## config.mk

```make
export PLATFORM = sky130hd
export DESIGN_NAME = gpio_cfg_serializer
export DESIGN_NICKNAME = d
export VERILOG_FILES = /design/src/rtl/gpio_cfg_pkg.sv /design/src/rtl/gpio_cfg_tick.sv /design/src/rtl/gpio_cfg_serializer.sv
export SDC_FILE = /design/constraint.sdc
export NUM_CORES = 1
export LEC_CHECK = 0
export ABC_AREA = 0
export CAP_MARGIN = 5
export CORE_MARGIN = 3
export CORE_UTILIZATION = 30
export CTS_BUF_LIST = sky130_fd_sc_hd__clkbuf_4 sky130_fd_sc_hd__clkbuf_8 sky130_fd_sc_hd__clkbuf_16
export DETAILED_ROUTE_END_ITERATION = 16
export PLACE_DENSITY = 0.5
export RECOVER_POWER = 100
export SETUP_SLACK_MARGIN = 0.02
export SYNTH_ARGS = -nofsm -noshare
export SYNTH_HDL_FRONTEND = slang
export SYNTH_HIERARCHICAL = 1
export SYNTH_SLANG_ARGS = --single-unit
```

## constraint.sdc

```tcl
create_clock -name wb_clk_i -period 3.6 [get_ports wb_clk_i]
set_input_delay 0.54 -clock wb_clk_i [delete_from_list [all_inputs] [get_ports wb_clk_i]]
set_output_delay 0.54 -clock wb_clk_i [all_outputs]
set_load 0.03 [all_outputs]
```

## src/rtl/gpio_cfg_pkg.sv

```systemverilog
// -----------------------------------------------------------------------------
// gpio_cfg_pkg
// Shared definitions for the GPIO configuration serializer:
//   - state_t       : serializer FSM states
//   - CFG_BITS      : configuration bits per pad
//   - CFG_*         : bit positions of the fields inside one pad config word
// -----------------------------------------------------------------------------
package gpio_cfg_pkg;

  localparam int CFG_BITS = 13;

  typedef enum logic [2:0] {
    IDLE,
    FETCH,
    LATCH,
    SHIFT,
    LOAD,
    DONE
  } state_t;

  // Field positions inside a pad configuration word.
  localparam int CFG_MGMT_EN     = 0;
  localparam int CFG_OEB         = 1;
  localparam int CFG_HOLDOVER    = 2;
  localparam int CFG_INP_DIS     = 3;
  localparam int CFG_IB_MODE_SEL = 4;
  localparam int CFG_ANALOG_EN   = 5;
  localparam int CFG_ANALOG_SEL  = 6;
  localparam int CFG_ANALOG_POL  = 7;
  localparam int CFG_SLOW        = 8;
  localparam int CFG_VTRIP       = 9;
  localparam int CFG_DM_LSB      = 10;
  localparam int CFG_DM_MSB      = 12;

endpackage

```

## src/rtl/gpio_cfg_tick.sv

```systemverilog
// -----------------------------------------------------------------------------
// gpio_cfg_tick
// Phase counter for one serial bit period of CLK_DIV system clocks.
// Ports:
//   i_clk, i_rst_n        : clock, asynchronous active-low reset
//   i_clear               : restart the period (next cycle is phase 0)
//   i_en                  : advance the counter
//   o_phase_low_start     : current cycle is the first cycle of the low phase
//   o_phase_high_start    : current cycle is the last low cycle; a register
//                           updated on this edge is high from the next cycle
//   o_bit_end             : current cycle is the last cycle of the period
// -----------------------------------------------------------------------------
module gpio_cfg_tick #(
  parameter int CLK_DIV = 4
) (
  input  logic i_clk,
  input  logic i_rst_n,
  input  logic i_clear,
  input  logic i_en,
  output logic o_phase_low_start,
  output logic o_phase_high_start,
  output logic o_bit_end
);

  localparam int CNT_W = $clog2(CLK_DIV);

  logic [CNT_W-1:0] r_cnt;

  always_ff @(posedge i_clk or negedge i_rst_n) begin
    if (!i_rst_n) begin
      r_cnt <= '0;
    end else if (i_clear) begin
      r_cnt <= '0;
    end else if (i_en) begin
      r_cnt <= (r_cnt == CNT_W'(CLK_DIV - 1)) ? '0 : r_cnt + 1'b1;
    end
  end

  assign o_phase_low_start  = (r_cnt == '0);
  assign o_phase_high_start = (r_cnt == CNT_W'(CLK_DIV / 2 - 1));
  assign o_bit_end          = (r_cnt == CNT_W'(CLK_DIV - 1));

endmodule

```

## src/rtl/gpio_cfg_serializer.sv

```systemverilog
// -----------------------------------------------------------------------------
// gpio_cfg_serializer
// Reads one configuration word per GPIO pad from the housekeeping store and
// shifts them, MSB first, into the two GPIO control-block daisy chains in
// parallel, then pulses the chain load strobe so every pad updates at once.
// Ports:
//   wb_clk_i, wb_rstn_i        : clock, asynchronous active-low reset
//   start                      : one-cycle request, honoured only when idle
//   busy, done                 : transfer in progress / one-cycle end pulse
//   cfg_rd                     : config-store read strobe
//   cfg_idx_1, cfg_idx_2       : pad index requested for chain 1 / chain 2
//   cfg_word_1, cfg_word_2     : returned words, valid the cycle after cfg_rd
//   serial_clock               : chain shift clock (chains sample on rise)
//   serial_load                : chain load strobe
//   serial_resetn              : chain reset, active low
//   serial_data_1/2            : chain 1 / chain 2 data
// -----------------------------------------------------------------------------
`ifndef MPRJ_IO_PADS
`define MPRJ_IO_PADS 38
`endif
`ifndef MPRJ_IO_PADS_1
`define MPRJ_IO_PADS_1 19
`endif

module gpio_cfg_serializer #(
  parameter int TOTAL_PADS = `MPRJ_IO_PADS,
  parameter int AREA1PADS  = `MPRJ_IO_PADS_1,
  parameter int CFG_BITS   = gpio_cfg_pkg::CFG_BITS,
  parameter int CLK_DIV    = 4
) (
  input  logic                          wb_clk_i,
  input  logic                          wb_rstn_i,
  input  logic                          start,
  output logic                          busy,
  output logic                          done,
  output logic                          cfg_rd,
  output logic [$clog2(TOTAL_PADS)-1:0] cfg_idx_1,
  output logic [$clog2(TOTAL_PADS)-1:0] cfg_idx_2,
  input  logic [CFG_BITS-1:0]           cfg_word_1,
  input  logic [CFG_BITS-1:0]           cfg_word_2,
  output logic                          serial_clock,
  output logic                          serial_load,
  output logic                          serial_resetn,
  output logic                          serial_data_1,
  output logic                          serial_data_2
);

  import gpio_cfg_pkg::*;

  localparam int IDX_W = $clog2(TOTAL_PADS);
  localparam int N     = AREA1PADS;
  localparam int BIT_W = $clog2(CFG_BITS + 1);

  generate
    if ((TOTAL_PADS - AREA1PADS) != AREA1PADS) begin : g_bad_split
      $error("gpio_cfg_serializer: both chains must have the same length");
    end
    if ((CLK_DIV < 2) || ((CLK_DIV % 2) != 0)) begin : g_bad_div
      $error("gpio_cfg_serializer: CLK_DIV must be even and at least 2");
    end
  endgenerate

  state_t              r_state;
  logic                r_busy;
  logic                r_done;
  logic                r_cfg_rd;
  logic                r_sclk;
  logic                r_load;
  logic                r_srstn;
  logic [IDX_W-1:0]    r_idx1;
  logic [IDX_W-1:0]    r_idx2;
  logic [IDX_W-1:0]    r_k;
  logic [BIT_W-1:0]    r_bit;
  logic [CFG_BITS-1:0] r_sr1;
  logic [CFG_BITS-1:0] r_sr2;

  logic w_low_start;
  logic w_high_start;
  logic w_bit_end;
  logic w_tick_en;
  logic w_tick_clear;
  logic w_word_end;
  logic w_last_word;

  // r_bit counts bits already started, so it equals CFG_BITS during the
  // final bit of a word.
  assign w_word_end   = (r_state == SHIFT) && w_bit_end && (r_bit == BIT_W'(CFG_BITS));
  assign w_last_word  = (r_k == IDX_W'(N - 1));
  assign w_tick_en    = (r_state == SHIFT) || (r_state == LOAD);
  assign w_tick_clear = (r_state == LATCH) || (w_word_end && w_last_word);

  gpio_cfg_tick #(
    .CLK_DIV (CLK_DIV)
  ) u_tick (
    .i_clk              (wb_clk_i),
    .i_rst_n            (wb_rstn_i),
    .i_clear            (w_tick_clear),
    .i_en               (w_tick_en),
    .o_phase_low_start  (w_low_start),
    .o_phase_high_start (w_high_start),
    .o_bit_end          (w_bit_end)
  );

  always_ff @(posedge wb_clk_i or negedge wb_rstn_i) begin
    if (!wb_rstn_i) begin
      r_state  <= IDLE;
      r_busy   <= 1'b0;
      r_done   <= 1'b0;
      r_cfg_rd <= 1'b0;
      r_sclk   <= 1'b0;
      r_load   <= 1'b0;
      r_srstn  <= 1'b0;
      r_idx1   <= '0;
      r_idx2   <= '0;
      r_k      <= '0;
      r_bit    <= '0;
      r_sr1    <= '0;
      r_sr2    <= '0;
    end else begin
      r_srstn <= 1'b1;
      case (r_state)
        IDLE: begin
          if (start) begin
            r_state  <= FETCH;
            r_busy   <= 1'b1;
            r_cfg_rd <= 1'b1;
            r_k      <= '0;
            // Chain 1 is filled far-end first; chain 2 starts at pad AREA1PADS.
            r_idx1   <= IDX_W'(N - 1);
            r_idx2   <= IDX_W'(N);
          end
        end
        FETCH: begin
          r_cfg_rd <= 1'b0;
          r_state  <= LATCH;
        end
        LATCH: begin
          r_sr1   <= cfg_word_1;
          r_sr2   <= cfg_word_2;
          r_bit   <= '0;
          r_state <= SHIFT;
        end
        SHIFT: begin
          if (w_low_start) begin
            r_bit <= r_bit + 1'b1;
          end
          if (w_high_start) begin
            r_sclk <= 1'b1;
          end
          if (w_bit_end) begin
            r_sclk <= 1'b0;
            if (w_word_end) begin
              if (w_last_word) begin
                r_load  <= 1'b1;
                r_state <= LOAD;
              end else begin
                r_k      <= r_k + 1'b1;
                r_idx1   <= r_idx1 - 1'b1;
                r_idx2   <= r_idx2 + 1'b1;
                r_cfg_rd <= 1'b1;
                r_state  <= FETCH;
              end
            end else begin
              // Next bit appears on the first low-phase cycle of its period.
              r_sr1 <= {r_sr1[CFG_BITS-2:0], 1'b0};
              r_sr2 <= {r_sr2[CFG_BITS-2:0], 1'b0};
            end
          end
        end
        LOAD: begin
          if (w_high_start) begin
            r_load <= 1'b0;
          end
          if (w_bit_end) begin
            r_busy  <= 1'b0;
            r_done  <= 1'b1;
            r_state <= DONE;
          end
        end
        DONE: begin
          r_done  <= 1'b0;
          r_state <= IDLE;
        end
        default: begin
          r_state <= IDLE;
        end
      endcase
    end
  end

  assign busy          = r_busy;
  assign done          = r_done;
  assign cfg_rd        = r_cfg_rd;
  assign cfg_idx_1     = r_idx1;
  assign cfg_idx_2     = r_idx2;
  assign serial_clock  = r_sclk;
  assign serial_load   = r_load;
  assign serial_resetn = r_srstn;
  assign serial_data_1 = r_sr1[CFG_BITS-1];
  assign serial_data_2 = r_sr2[CFG_BITS-1];

endmodule
```

==> metrics <==
Syn Std Cell Area ~3000 um2; hpwl dp 4.35 mm; clock root buffer clkbuf_8; Hold Slack 0.483 ns; initial antenna violation count 0; CTS sink cnt 59; Layout area overhead 25.4%; layout cell share with drive strength beyond 1 a little over a fifth; final period utilization a little over two thirds; Via Count 2131; die area about 11000 um2; Post-DRT Antenna Nets 0; final number of setup-violating endpoints 0; fin. max-slew vios 38; hold-fix buffers at CTS 0; Syn Nets approximately 300; Via density 4.80; total track usage 12.1%; DRT Wirelength 6.33 mm; Post-synth EDFFs 0; commonest non-fill, non-tap cell in the layout dfrtp_1; Primary FF master, synth dfrtp_1; status finished, violations left; max-capacitance violation count 1; CP Launch Type register; cell family with most CP delay simple AND/OR/NAND/NOR gates; Die H 106 um; maximum number of pins on one net before global-route repair 38; unrepaired setup endpoints after global routing no; Netlist cell types 44; Final Hold Viols 0; Core Rows 35; I/O pin cnt a little under 50; total CTS buffers 9; Power per Cell Area 761 nW/um2; drc violations 0; Routability Congestion 0.718; CTS clk-pin slew, worst paths 0.07 ns; Initial DRT Pass Iterations 4; Metal-1 WL 3.03 mm; CP required approximately 3.8 ns; Starting Density 31.6%; Post-Synthesis Cells 260; Setup Skew between 0.009 and 0.01 ns; IO buf count 48; gr ovfl total 0; core area 9460 um2; Worst Tran Pin Value between 2 and 2.5 ns; Final min period between 2 and 3 ns; CP max FO 26; die width 106 um; worst hold path class reg -> reg; Critical Path Sink Type register; post-synthesis register bit count 59; Overall Power ~2.9 mW; clock tree buffer depth 2; Placed Cells between 400 and 500; # resized after CTS 0; failing checks max-capacitance violations, max-slew violations; Met3 Routed Length 270 um; met2 WL post-DR between 2 and 3 mm; most frequent cells in the layout 59 x dfrtp_1, 47 x mux2_2, 27 x clkdlybuf4s50_1; Post-CTS Setup Bufs 0; Cell Count, Final, Fillers Out 444; H-tree Lvls 3; Post-layout nets 348; WL/cell 14.2 um; latest clock arrival within the worst-skew pair 0.34 ns; Iter 0 DRT Violations 89; Diodes inserted 0; vias in the first global route 2155; Slowest cell on crit path nor2_2; worst path cell trace nand2b_1 > nor2_2 > mux2_2; CP max stage delay 1.07 ns; register area share after synthesis 49.4%; top layer in use met4; CP arrival 2.72 ns; setup TNS 0 ns; f_max 0.400 GHz; Leak around 1.7 nW; Slew headroom -40.1%; crit path kind reg -> reg; CTS tree done; syn_area_per_cell 11.5 um2; Async SR Flop Fraction 100%; first-pass GRT wire length 10.7 mm; CP bufs+invs 0; peak supply drop 275 uV; Syn. warnings 6
report_power, final:
group          internal [mW]  switching, mW
clock network          0.337          0.282
registers              0.901          0.198
logic                  0.576          0.558
per-layer routing:
metal	GRT usage, %	vias to the layer above
met5	0	-
met4	4.26	0
met3	3.74	7
met2	18.4	42
met1	16.2	1046
li1	-	1036
Yosys cell counts (4+ instances only):
master     n  area (um2)
nor2_1     7        26.3
nand3_1    5        25.0
o21ai_0   10        50.1
buf_2      7        35.0
ha_1       9         113
o31ai_1    4        30.0
dfrtp_1   59        1480
nor3_1     5        25.0
inv_1     13        48.8
nand2_1   16        60.1
o21a_1     6        45.0
nand2b_1   4        25.0
mux2_2    47         529
a21oi_1   23         115
registers in the layout (all words and copies together), names as in the netlist:
name	cells
serial_load	1
serial_resetn	1
u_tick/r_cnt	2
done	1
r_sr2	13
r_state	3
r_sr1	13
serial_clock	1
busy	1
cfg_rd	1
r_bit	4
r_k	6
cfg_idx_2	6
cfg_idx_1	6
layout make-up:
cell class / instances / area (um2)
fill: 950 / 5710
multi-input combinational: 176 / 1370
sequential: 59 / 1480
inverter: 13 / 48.8
tap: 129 / 161
timing repair buffer: 51 / 493
clock buffer: 10 / 138
clock inverter: 6 / 65.1
final timing paths:
kind	from	end	slack (ns)	cells after the start
worst min register to register	cfg_idx_2[5]	cfg_idx_2[5]	0.48	1
worst min-delay path	cfg_idx_2[5]	cfg_idx_2[5]	0.48	1
worst max register to register	r_state[2]	r_sr2[2]	1.10	3
min in group asynchronous	wb_rstn_i	cfg_idx_1[3]	0.80	1
worst max-delay path	r_state[2]	r_sr2[2]	1.10	3
max in group asynchronous	wb_rstn_i	r_sr2[8]	1.27	3
through the flow:
step / setup slack (ns) / util (%) / cell area (um2)
finish: 1.10 / 39.6 / 3750
global placement: 1.36 / 37.8 / 3570
CTS: 1.30 / 39.9 / 3770
floorplan: 1.82 / - / 2990
global route: 0.807 / 39.6 / 3750
detailed placement: 1.32 / 37.8 / 3570
kinds of logic (layout without fill, tap and decap cells):
logic type / count (synthesis) / count (layout) / share of synthesized area (%)
xor gates and xnor gates: 1 / 1 / 0.293
and+or+nand+nor: 53 / 53 / 10.1
adders and majority gates: 9 / 9 / 3.77
buffers and inverters: 25 / 80 / 4.19
AOI/OAI and AO/OA: 63 / 63 / 13.7
muxes: 49 / 49 / 18.4
DFF: 59 / 59 / 49.4
other: 1 / 1 / 0.125
Power figures use the tool's default switching activity.
